File: src/rtl/lsu_mem_initiator.sv
// Purpose: load/store initiator between the MEM stage and the data-memory bus.
// Latency: store with immediate gnt responds 2 cycles after accept; a load with rvalid right after gnt responds in 3 cycles.
// Backpressure: req_ready only in IDLE; the bus stalls via gnt/rvalid under a watchdog; responses cannot be stalled.
//
// Ports:
//   clk, reset                 rising-edge clock, asynchronous active-low reset
//   req_valid/req_ready        pipeline request handshake (ready only in IDLE)
//   req_we, req_op, req_addr,  store flag, {zero_ext, size[1:0]}, byte address,
//   req_wdata                  store data (low bits significant)
//   rsp_valid/rsp_data/rsp_err one-cycle response pulse, extended load data, error
//   mem_req/mem_we/mem_addr/   word-addressed bus request with byte enables and
//   mem_be/mem_wdata           lane-replicated write data
//   mem_gnt, mem_rvalid,       bus accept strobe, read-data strobe and read word
//   mem_rdata
module lsu_mem_initiator #(
    parameter int TIMEOUT = 16,     // max cycles in REQ or WAIT_R, >= 2
    parameter int CNT_W   = 5       // 2**CNT_W must exceed TIMEOUT
) (
    input  logic        clk,
    input  logic        reset,
    input  logic        req_valid,
    output logic        req_ready,
    input  logic        req_we,
    input  logic [2:0]  req_op,
    input  logic [31:0] req_addr,
    input  logic [31:0] req_wdata,
    output logic        rsp_valid,
    output logic [31:0] rsp_data,
    output logic        rsp_err,
    output logic        mem_req,
    output logic        mem_we,
    output logic [31:0] mem_addr,
    output logic [3:0]  mem_be,
    output logic [31:0] mem_wdata,
    input  logic        mem_gnt,
    input  logic        mem_rvalid,
    input  logic [31:0] mem_rdata
);

    typedef enum logic [1:0] {IDLE, REQ, WAIT_R, RESP} state_t;

    // The counter holds (cycles already spent in the state - 1), so the
    // limit is hit during the TIMEOUT-th cycle of REQ or WAIT_R.
    localparam logic [CNT_W-1:0] LIMIT = CNT_W'(TIMEOUT - 1);

    state_t           state_q, state_d;
    logic [CNT_W-1:0] cnt_q, cnt_d;
    logic             we_q;
    logic [2:0]       op_q;
    logic [31:0]      addr_q;
    logic [3:0]       be_q;
    logic [31:0]      wdata_q;
    logic [31:0]      rsp_data_q, rsp_data_d;
    logic             rsp_err_q, rsp_err_d;

    logic             accept;
    logic             misaligned;
    logic             at_limit;
    logic [3:0]       be_in;
    logic [31:0]      wdata_in;
    logic [31:0]      lane_shift;
    logic [31:0]      load_ext;

    assign accept   = req_valid && (state_q == IDLE);
    assign at_limit = (cnt_q == LIMIT);

    // Alignment check and bus lane preparation on the incoming request.
    always_comb begin
        misaligned = 1'b0;
        be_in      = 4'b0000;
        wdata_in   = 32'h0;
        case (req_op[1:0])
            2'b00: begin
                be_in    = 4'b0001 << req_addr[1:0];
                wdata_in = {4{req_wdata[7:0]}};
            end
            2'b01: begin
                misaligned = req_addr[0];
                be_in      = req_addr[1] ? 4'b1100 : 4'b0011;
                wdata_in   = {2{req_wdata[15:0]}};
            end
            2'b10: begin
                misaligned = |req_addr[1:0];
                be_in      = 4'b1111;
                wdata_in   = req_wdata;
            end
            default: begin
                misaligned = 1'b1;
            end
        endcase
    end

    // Shift the addressed lane down to bit 0; aligned halves/words shift by
    // 0 or 16 / 0, so one barrel shift covers every size.
    assign lane_shift = mem_rdata >> {addr_q[1:0], 3'b000};

    always_comb begin
        load_ext = lane_shift;
        case (op_q[1:0])
            2'b00:   load_ext = op_q[2] ? {24'h0, lane_shift[7:0]}
                                        : {{24{lane_shift[7]}}, lane_shift[7:0]};
            2'b01:   load_ext = op_q[2] ? {16'h0, lane_shift[15:0]}
                                        : {{16{lane_shift[15]}}, lane_shift[15:0]};
            default: load_ext = lane_shift;
        endcase
    end

    // Next-state logic. A gnt/rvalid in the limit cycle takes priority over
    // the timeout.
    always_comb begin
        state_d    = state_q;
        cnt_d      = cnt_q;
        rsp_data_d = rsp_data_q;
        rsp_err_d  = rsp_err_q;
        case (state_q)
            IDLE: begin
                if (accept) begin
                    if (misaligned) begin
                        state_d    = RESP;
                        rsp_err_d  = 1'b1;
                        rsp_data_d = 32'h0;
                    end else begin
                        state_d = REQ;
                        cnt_d   = '0;
                    end
                end
            end
            REQ: begin
                if (mem_gnt) begin
                    if (we_q) begin
                        state_d    = RESP;
                        rsp_err_d  = 1'b0;
                        rsp_data_d = 32'h0;
                    end else begin
                        state_d = WAIT_R;
                        cnt_d   = '0;
                    end
                end else if (at_limit) begin
                    state_d    = RESP;
                    rsp_err_d  = 1'b1;
                    rsp_data_d = 32'h0;
                end else begin
                    cnt_d = cnt_q + CNT_W'(1);
                end
            end
            WAIT_R: begin
                if (mem_rvalid) begin
                    state_d    = RESP;
                    rsp_err_d  = 1'b0;
                    rsp_data_d = load_ext;
                end else if (at_limit) begin
                    state_d    = RESP;
                    rsp_err_d  = 1'b1;
                    rsp_data_d = 32'h0;
                end else begin
                    cnt_d = cnt_q + CNT_W'(1);
                end
            end
            RESP: begin
                state_d = IDLE;
            end
            default: begin
                state_d = IDLE;
            end
        endcase
    end

    always_ff @(posedge clk or negedge reset) begin
        if (!reset) begin
            state_q    <= IDLE;
            cnt_q      <= '0;
            rsp_data_q <= 32'h0;
            rsp_err_q  <= 1'b0;
        end else begin
            state_q    <= state_d;
            cnt_q      <= cnt_d;
            rsp_data_q <= rsp_data_d;
            rsp_err_q  <= rsp_err_d;
        end
    end

    // Request fields are captured once at accept so the bus sees stable
    // values for the whole time mem_req is high.
    always_ff @(posedge clk or negedge reset) begin
        if (!reset) begin
            we_q    <= 1'b0;
            op_q    <= 3'b000;
            addr_q  <= 32'h0;
            be_q    <= 4'b0000;
            wdata_q <= 32'h0;
        end else if (accept) begin
            we_q    <= req_we;
            op_q    <= req_op;
            addr_q  <= req_addr;
            be_q    <= be_in;
            wdata_q <= wdata_in;
        end
    end

    assign req_ready = (state_q == IDLE);
    assign rsp_valid = (state_q == RESP);
    assign rsp_data  = rsp_data_q;
    assign rsp_err   = rsp_err_q;
    assign mem_req   = (state_q == REQ);
    assign mem_we    = we_q;
    assign mem_addr  = {addr_q[31:2], 2'b00};
    assign mem_be    = be_q;
    assign mem_wdata = wdata_q;

endmodule

File: config.mk
export PLATFORM = sky130hd
export DESIGN_NAME = lsu_mem_initiator
export DESIGN_NICKNAME = d
export VERILOG_FILES = /design/src/rtl/lsu_mem_initiator.sv
export SDC_FILE = /design/constraint.sdc
export NUM_CORES = 1
export LEC_CHECK = 0
export ABC_AREA = 1
export CORE_ASPECT_RATIO = 1.25
export CORE_MARGIN = 1
export CORE_UTILIZATION = 30
export DETAILED_ROUTE_END_ITERATION = 10
export GPL_TIMING_DRIVEN = 0
export PLACE_DENSITY = 0.7
export SLEW_MARGIN = 10
export SYNTH_ARGS = -nofsm -noshare
export SYNTH_HDL_FRONTEND = slang
export SYNTH_SLANG_ARGS = --single-unit
File: constraint.sdc
create_clock -name clk -period 2.2 [get_ports clk]
set_clock_uncertainty 0.05 [all_clocks]
set_input_delay 0.33 -clock clk [delete_from_list [all_inputs] [get_ports clk]]
set_output_delay 0.33 -clock clk [all_outputs]
set_load 0.02 [all_outputs]
# Yosys cells after proc, flatten, opt, wreduce, memory -nomap -nowiden
# Cells that the tools add are included.
dict set report word_totals {
  reg_bits 112
  input_bits 105
  out_inout_bits 105
  word_cells 68
}
dict set report classes {
  add_sub_neg 1
  n_eq_ne 13
  n_shift 2
  muxes 35
  reduce_logical 8
}
# operator n
set ops {}
lappend ops {{32-bit 2-to-1 mux} 8}
lappend ops {{32-bit case mux with 3 select lines} 2}
lappend ops {{32-bit case mux with 2 select lines} 1}
lappend ops {{32-bit by 5-bit >> shifter with 32-bit output} 1}
lappend ops {{5-bit 2-to-1 mux} 6}
lappend ops {{5-bit case mux with 3 select lines} 1}
lappend ops {{4-bit case mux with 3 select lines} 1}
lappend ops {{2-bit 2-to-1 mux} 5}
lappend ops {{2-bit case mux with 4 select lines} 1}
lappend ops {{1-bit 2-to-1 mux} 7}
lappend ops {{2-bit by 1-bit == test with 1-bit output, second input constant} 3}
lappend ops {{2-bit == test, second input constant} 3}
lappend ops {{2-bit zero test} 3}
lappend ops {{1-bit case mux with 3 select lines} 2}
lappend ops {{5-bit by 1-bit adder with 5-bit output, second input constant} 1}
lappend ops {{5-bit by 4-bit == test with 1-bit output, second input constant} 1}
lappend ops {{5-bit AND reduction} 1}
lappend ops {{4-bit 2-to-1 mux} 1}
lappend ops {{2-bit by 1-bit inequality test with 1-bit output, second input constant} 2}
lappend ops {{2-bit inequality test, second input constant} 2}
lappend ops {{4-bit AND reduction} 1}
lappend ops {{1-bit by 2-bit left shift with 4-bit output, first input constant} 1}
lappend ops {{3-bit by 2-bit inequality test with 1-bit output, second input constant} 1}
lappend ops {{3-bit inequality test, second input constant} 1}
lappend ops {{3 further kinds} 3}

# Longest topological paths before layout
dict set report depth {
  ltp_word 5
  depth_mapped 10
  depth_no_buf 10
}

# Least setup slack after synthesis
# No wires, ideal clock.
dict set report synth_path {
  kind {register to register}
  start {reg state_q[0]}
  end {reg rsp_data_q[24] (netlist: rsp_data[24])}
  setup_ns 0.065
  arrival_ns 1.636
  t_required_ns 2.085
  slack_ns 0.449
  path_stages_with_launch 11
  n_path_buf 1
  synth_period_minus_slack_ns 1.751
  cell_sequence {dfrtp_1 > inv_1 > ha_1 > nand2_2 > nand2_1 > nor2_4 > nand3_2 > nor2_4 > buf_6 > nand3_1 > nand2_1}
}
dict set report synth_between {
  elab_chain_len 4
  elab_cells_between_ends 10
  classes_between {eq/ne (5); mux (1); reduce/logical (4)}
}
# element line_no
set synth_lines {}
lappend synth_lines {{start: declaration} 46} ;# state_t state_q, state_d;
lappend synth_lines {{start signal: assignment} 175} ;# state_q <= state_d;
lappend synth_lines {{2-bit zero test (*)} --}
lappend synth_lines {{via req_ready} 22} ;# output logic req_ready,
lappend synth_lines {{1-bit logical AND} 64} ;# assign accept = req_valid && (state_q == IDLE);
lappend synth_lines {{2-bit by 1-bit inequality test with 1-bit output (no source line)} --}
lappend synth_lines {{4-bit AND reduction (no source line)} --}
lappend synth_lines {{end signal: assignment} 177} ;# rsp_data_q <= rsp_data_d;
lappend synth_lines {{end: declaration} 53} ;# logic [31:0] rsp_data_q, rsp_data_d;
# The timed path passes the listed nets; every way through them passes the cells marked *.
# A chain may end at the register's enable or synchronous reset.

# Worst setup path after layout
dict set report layout_path {
  start {reg state_q[0]}
  end {reg rsp_data_q[0] (netlist: rsp_data[0])}
}
dict set report layout_between {
  elab_chain_len 4
  elab_cells_between_ends 10
  classes_between {eq/ne (5); mux (1); reduce/logical (4)}
}
# element line_no
set layout_lines {}
lappend layout_lines {{2-bit zero test} {64, 115}}
lappend layout_lines {{1-bit logical AND} 64}
lappend layout_lines {{2-bit by 1-bit inequality test with 1-bit output (no source line)} --}
lappend layout_lines {{4-bit AND reduction (no source line)} --}
# Several ways; a longest one is shown, not always the timed one.

==> flow_summary_export.csv <==
group,metric,value,unit
timing,hold_slack,0.392,ns
worst_setup_path,rr_endpoint,"rsp_data[0]$_DFFE_PN0P_",
pwr,pwr_density_cell,1400,mW/mm^2
floorplanning,start_util,30.6,%
worst_setup_path,end_kind,"flop",
pwr,switchingPower,5.15,mW
worst_setup_path,startpoint,"state_q[0]$_DFFE_PN0N_",
worst_setup_path,timing_worst_setup_path_type,"flop to flop",
layout,diodes,0,
worst_setup_path,cp.depth,7,
worst_setup_path,worst_r2r_startpoint,"state_q[0]$_DFFE_PN0N_",
pwr,p_leak,4.10,nW
drt,dr_total_vias,5610,
timing,relSlewSlack,57.1,%
placement,dp_hpwl,14200,um
global_routing,track_usage,19.2,%
global_routing,grt_max_degree,74,
yosys,synth_ff_type,"dfrtp_1",
global_routing,grt-ovfl-total,0,
clocking,cts_buffers,9,
drt,wire_per_inst,15.5,um
global_routing,grt_pass1_vias,5462,
yosys,synth_warnings,0,
pwr,p_int,6.63,mW
yosys,avgSynthCellArea,7.79,sq um
yosys,synth_edf_count,0,
worst_setup_path,cp_top_family,"simple AND/OR/NAND/NOR gates",
clocking,ctsLongestPathBuffers,2,
pwr,clkPwrFrac,14.0,%
worst_setup_path,cp.arrival,2.20,ns
yosys,yosys.area.top_type,"dfrtp_1",
flow_run,drv_cap,0,
yosys,synth_area,0.00574,sq mm
clocking,cts_tree,"yes",
layout,nets,1068,
yosys,yosysMostFrequentCell,"nand2_1",
run_status,outcome,"complete, no violations",
worst_setup_path,cpPeakStageDelay,0.41,ns
floorplanning,die_x,126,um
worst_setup_path,worstPathCellList,"inv_1, ha_2, nand2_2, nand2_1, nor2_4, nand4_1, o21ai_0",
pwr,seqPwrFrac,29.3,%
worst_setup_path,regToRegSetupSlack,0.21,ns
yosys,yosys-top-cells-count,"300 x nand2_1, 112 x dfrtp_1, 67 x o21ai_0, 57 x nand3_1, 37 x buf_4",
layout,layout-drive-gt1-share,9.35,%
worst_setup_path,cp_slowest_cell,"nand4_1",
drt,drtPass1Iterations,5,
layout,fillers,1888,
clocking,clk_latency,0.36,ns
drt,drt-initial-drc-count,328,
pwr,comb_power_share,56.7,%
floorplanning,ios,210,
yosys,ys_async_sr_fraction,100,%
timing,finalCriticalPeriod,1.99,ns
floorplanning,core.rowCount,56,
worst_setup_path,required,2.41,ns
clocking,clk_pin_slew,0.08,ns
placement,portBuffers,207,
timing,tns,0,ns
yosys,synth.area.top_cells,"dfrtp_1 49%, nand2_1 20%, o21ai_0 5.8%",
timing,setup_viol,0,
timing,max_freq,0.502,GHz
clocking,post-cts-setup-buffers,0,
yosys,postSynthCellCount,737,
yosys,ys_seq_area_share,48.8,%
timing,maxSlewViolCount,0,
yosys,netlist.area_leader.share,48.8,%
clocking,htreeDepth,3,
worst_setup_path,path_max_fanout,8,
worst_setup_path,rr_worst_depth,7,
layout,utilization,44.9,%
clocking,clockRootBuffer,"clkbuf_16",
layout,area_delta_synth_final,46.9,%
yosys,ys_types,30,
drt,vias_per_cell,4.69,
hold_path,holdCritPathClass,"input pin to async pin",
worst_setup_path,cp_num_buf_inv,1,
worst_setup_path,endpoint,"rsp_data[0]$_DFFE_PN0P_",
worst_setup_path,start_kind,"flop",
layout,finalInstanceArea,0.00844,sq mm
placement,place_area,0.00814,sq mm
timing,fin_crit_sh,90.6,%
pwr,ir_worst_vdd,0.000718,V
floorplanning,die_h,157,um
drt,ant_nets,0,
floorplanning,core,0.0188,sq mm
timing,rsz0062_at_grt,"no",
yosys,ys_ff_latch,112,
pwr,p_sw_share,43.7,%
timing,tightest_slew,0.642,ns
clocking,clock-sinks,112,
drt,routed_wl,18600,um
floorplanning,die_area,0.0197,sq mm
global_routing,grt_pass1_wl,29200,um
drt,drcViolationCount,0,
timing,hold_viol,0,
placement,gp_congestion,0.863,
global_routing,antenna_found_initial,0,
power by group through the flow:
stage	Clock [mW]	Combinational (mW)	Sequential, mW
2_1_floorplan	0	3.32	4.04
3_3_place_gp	0	6.65	3.46
3_5_place_dp	0	6.70	3.47
4_1_cts	1.70	6.73	3.46
5_1_grt	1.78	7.28	3.57
6_report	1.65	6.67	3.45
through the flow:
step                power (mW)  instances  worst slack (ns)
floorplan                 7.36        738             0.449
global placement          10.1       1177             -3.74
detailed placement        10.2       1178            -0.107
CTS                       11.9       1195            0.0685
global route              12.6       1195            0.0292
finish                    11.8       1195             0.207
cell usage in the layout, fill, tap and decap left out, types with 3 or more instances in the layout:
master           netlist  final
nand2_2                3      3
buf_4                 37     37
inv_1                 29     29
a221oi_1               7      7
nand4_1                4      4
buf_6                  3      4
nand3_2                3      3
clkdlybuf4s50_1        0    204
nand3_1               57     57
clkbuf_1              21     21
a21oi_1                5      5
buf_2                  6      6
a22o_1                 7      7
nand2_1              300    300
a31oi_1               11     11
inv_2                  6      6
or2_2                  6      6
ha_1                   5      4
dfrtp_1              112    112
o21ai_0               67     67
nor2_1                35     35
clkbuf_16              0      9
what timing repair did:
action,in CTS,in global routing
hold buffers,1,0
setup endpoints to repair,1,1
pin swaps,0,0
hold endpoints to repair,39,0
gates resized for setup,2,1
layout make-up:
type / count / area [sq um] / share of cell area (%)
Buffer: 68 / 425 / 5.04
Clock buffer: 9 / 225 / 2.67
Clock inverter: 7 / 62.6 / 0.741
Inverter: 35 / 131 / 1.56
Multi-Input combinational cell: 523 / 2390 / 28.3
Sequential cell: 112 / 2800 / 33.2
Tap cell: 232 / 290 / 3.44
Timing Repair Buffer: 209 / 2110 / 25.0
cells by family (layout without fill, tap and decap cells):
family	Yosys count	after routing	synth area share, %
fa+ha+maj	5	5	1.09
flops	112	112	48.8
simple gates	415	415	30.2
compound gates	101	101	10.1
other cells	1	2	0.0653
buf+inv	103	328	9.69
layer usage:
metal  wire length [um]  vias up  track usage (%)  part of all wire [%]
met3               1620       19             5.20                   8.7
met5                  0        -                0                     0
met2               9030      233             33.0                    49
met4                323        0             6.60                   1.7
met1               7580     2582             23.1                    41
li1                   -     2776                -                     -
flip-flops by register name, indices dropped and copies added, names as in the netlist:
name,cells
addr_q,32
mem_wdata,32
rsp_data,32
cnt_q,5
mem_be,4
op_q,3
state_q,2
mem_we,1
rsp_err,1
worst min path at each step:
stage                                       from  slack (ns)  cells after the start                       end
final                                      reset        0.39                      2  rsp_data[21]$_DFFE_PN0P_
after global routing                       reset        0.45                      2  rsp_data[21]$_DFFE_PN0P_
after CTS                                  reset        0.41                      2  rsp_data[21]$_DFFE_PN0P_
after detailed placement                   reset        0.22                      1  rsp_data[21]$_DFFE_PN0P_
after global placement    addr_q[18]$_DFFE_PN0P_        0.41                      2    addr_q[18]$_DFFE_PN0P_
after floorplan                            reset       -0.02                      0     addr_q[0]$_DFFE_PN0P_
Note: power is estimated with default switching activity, not from simulation.
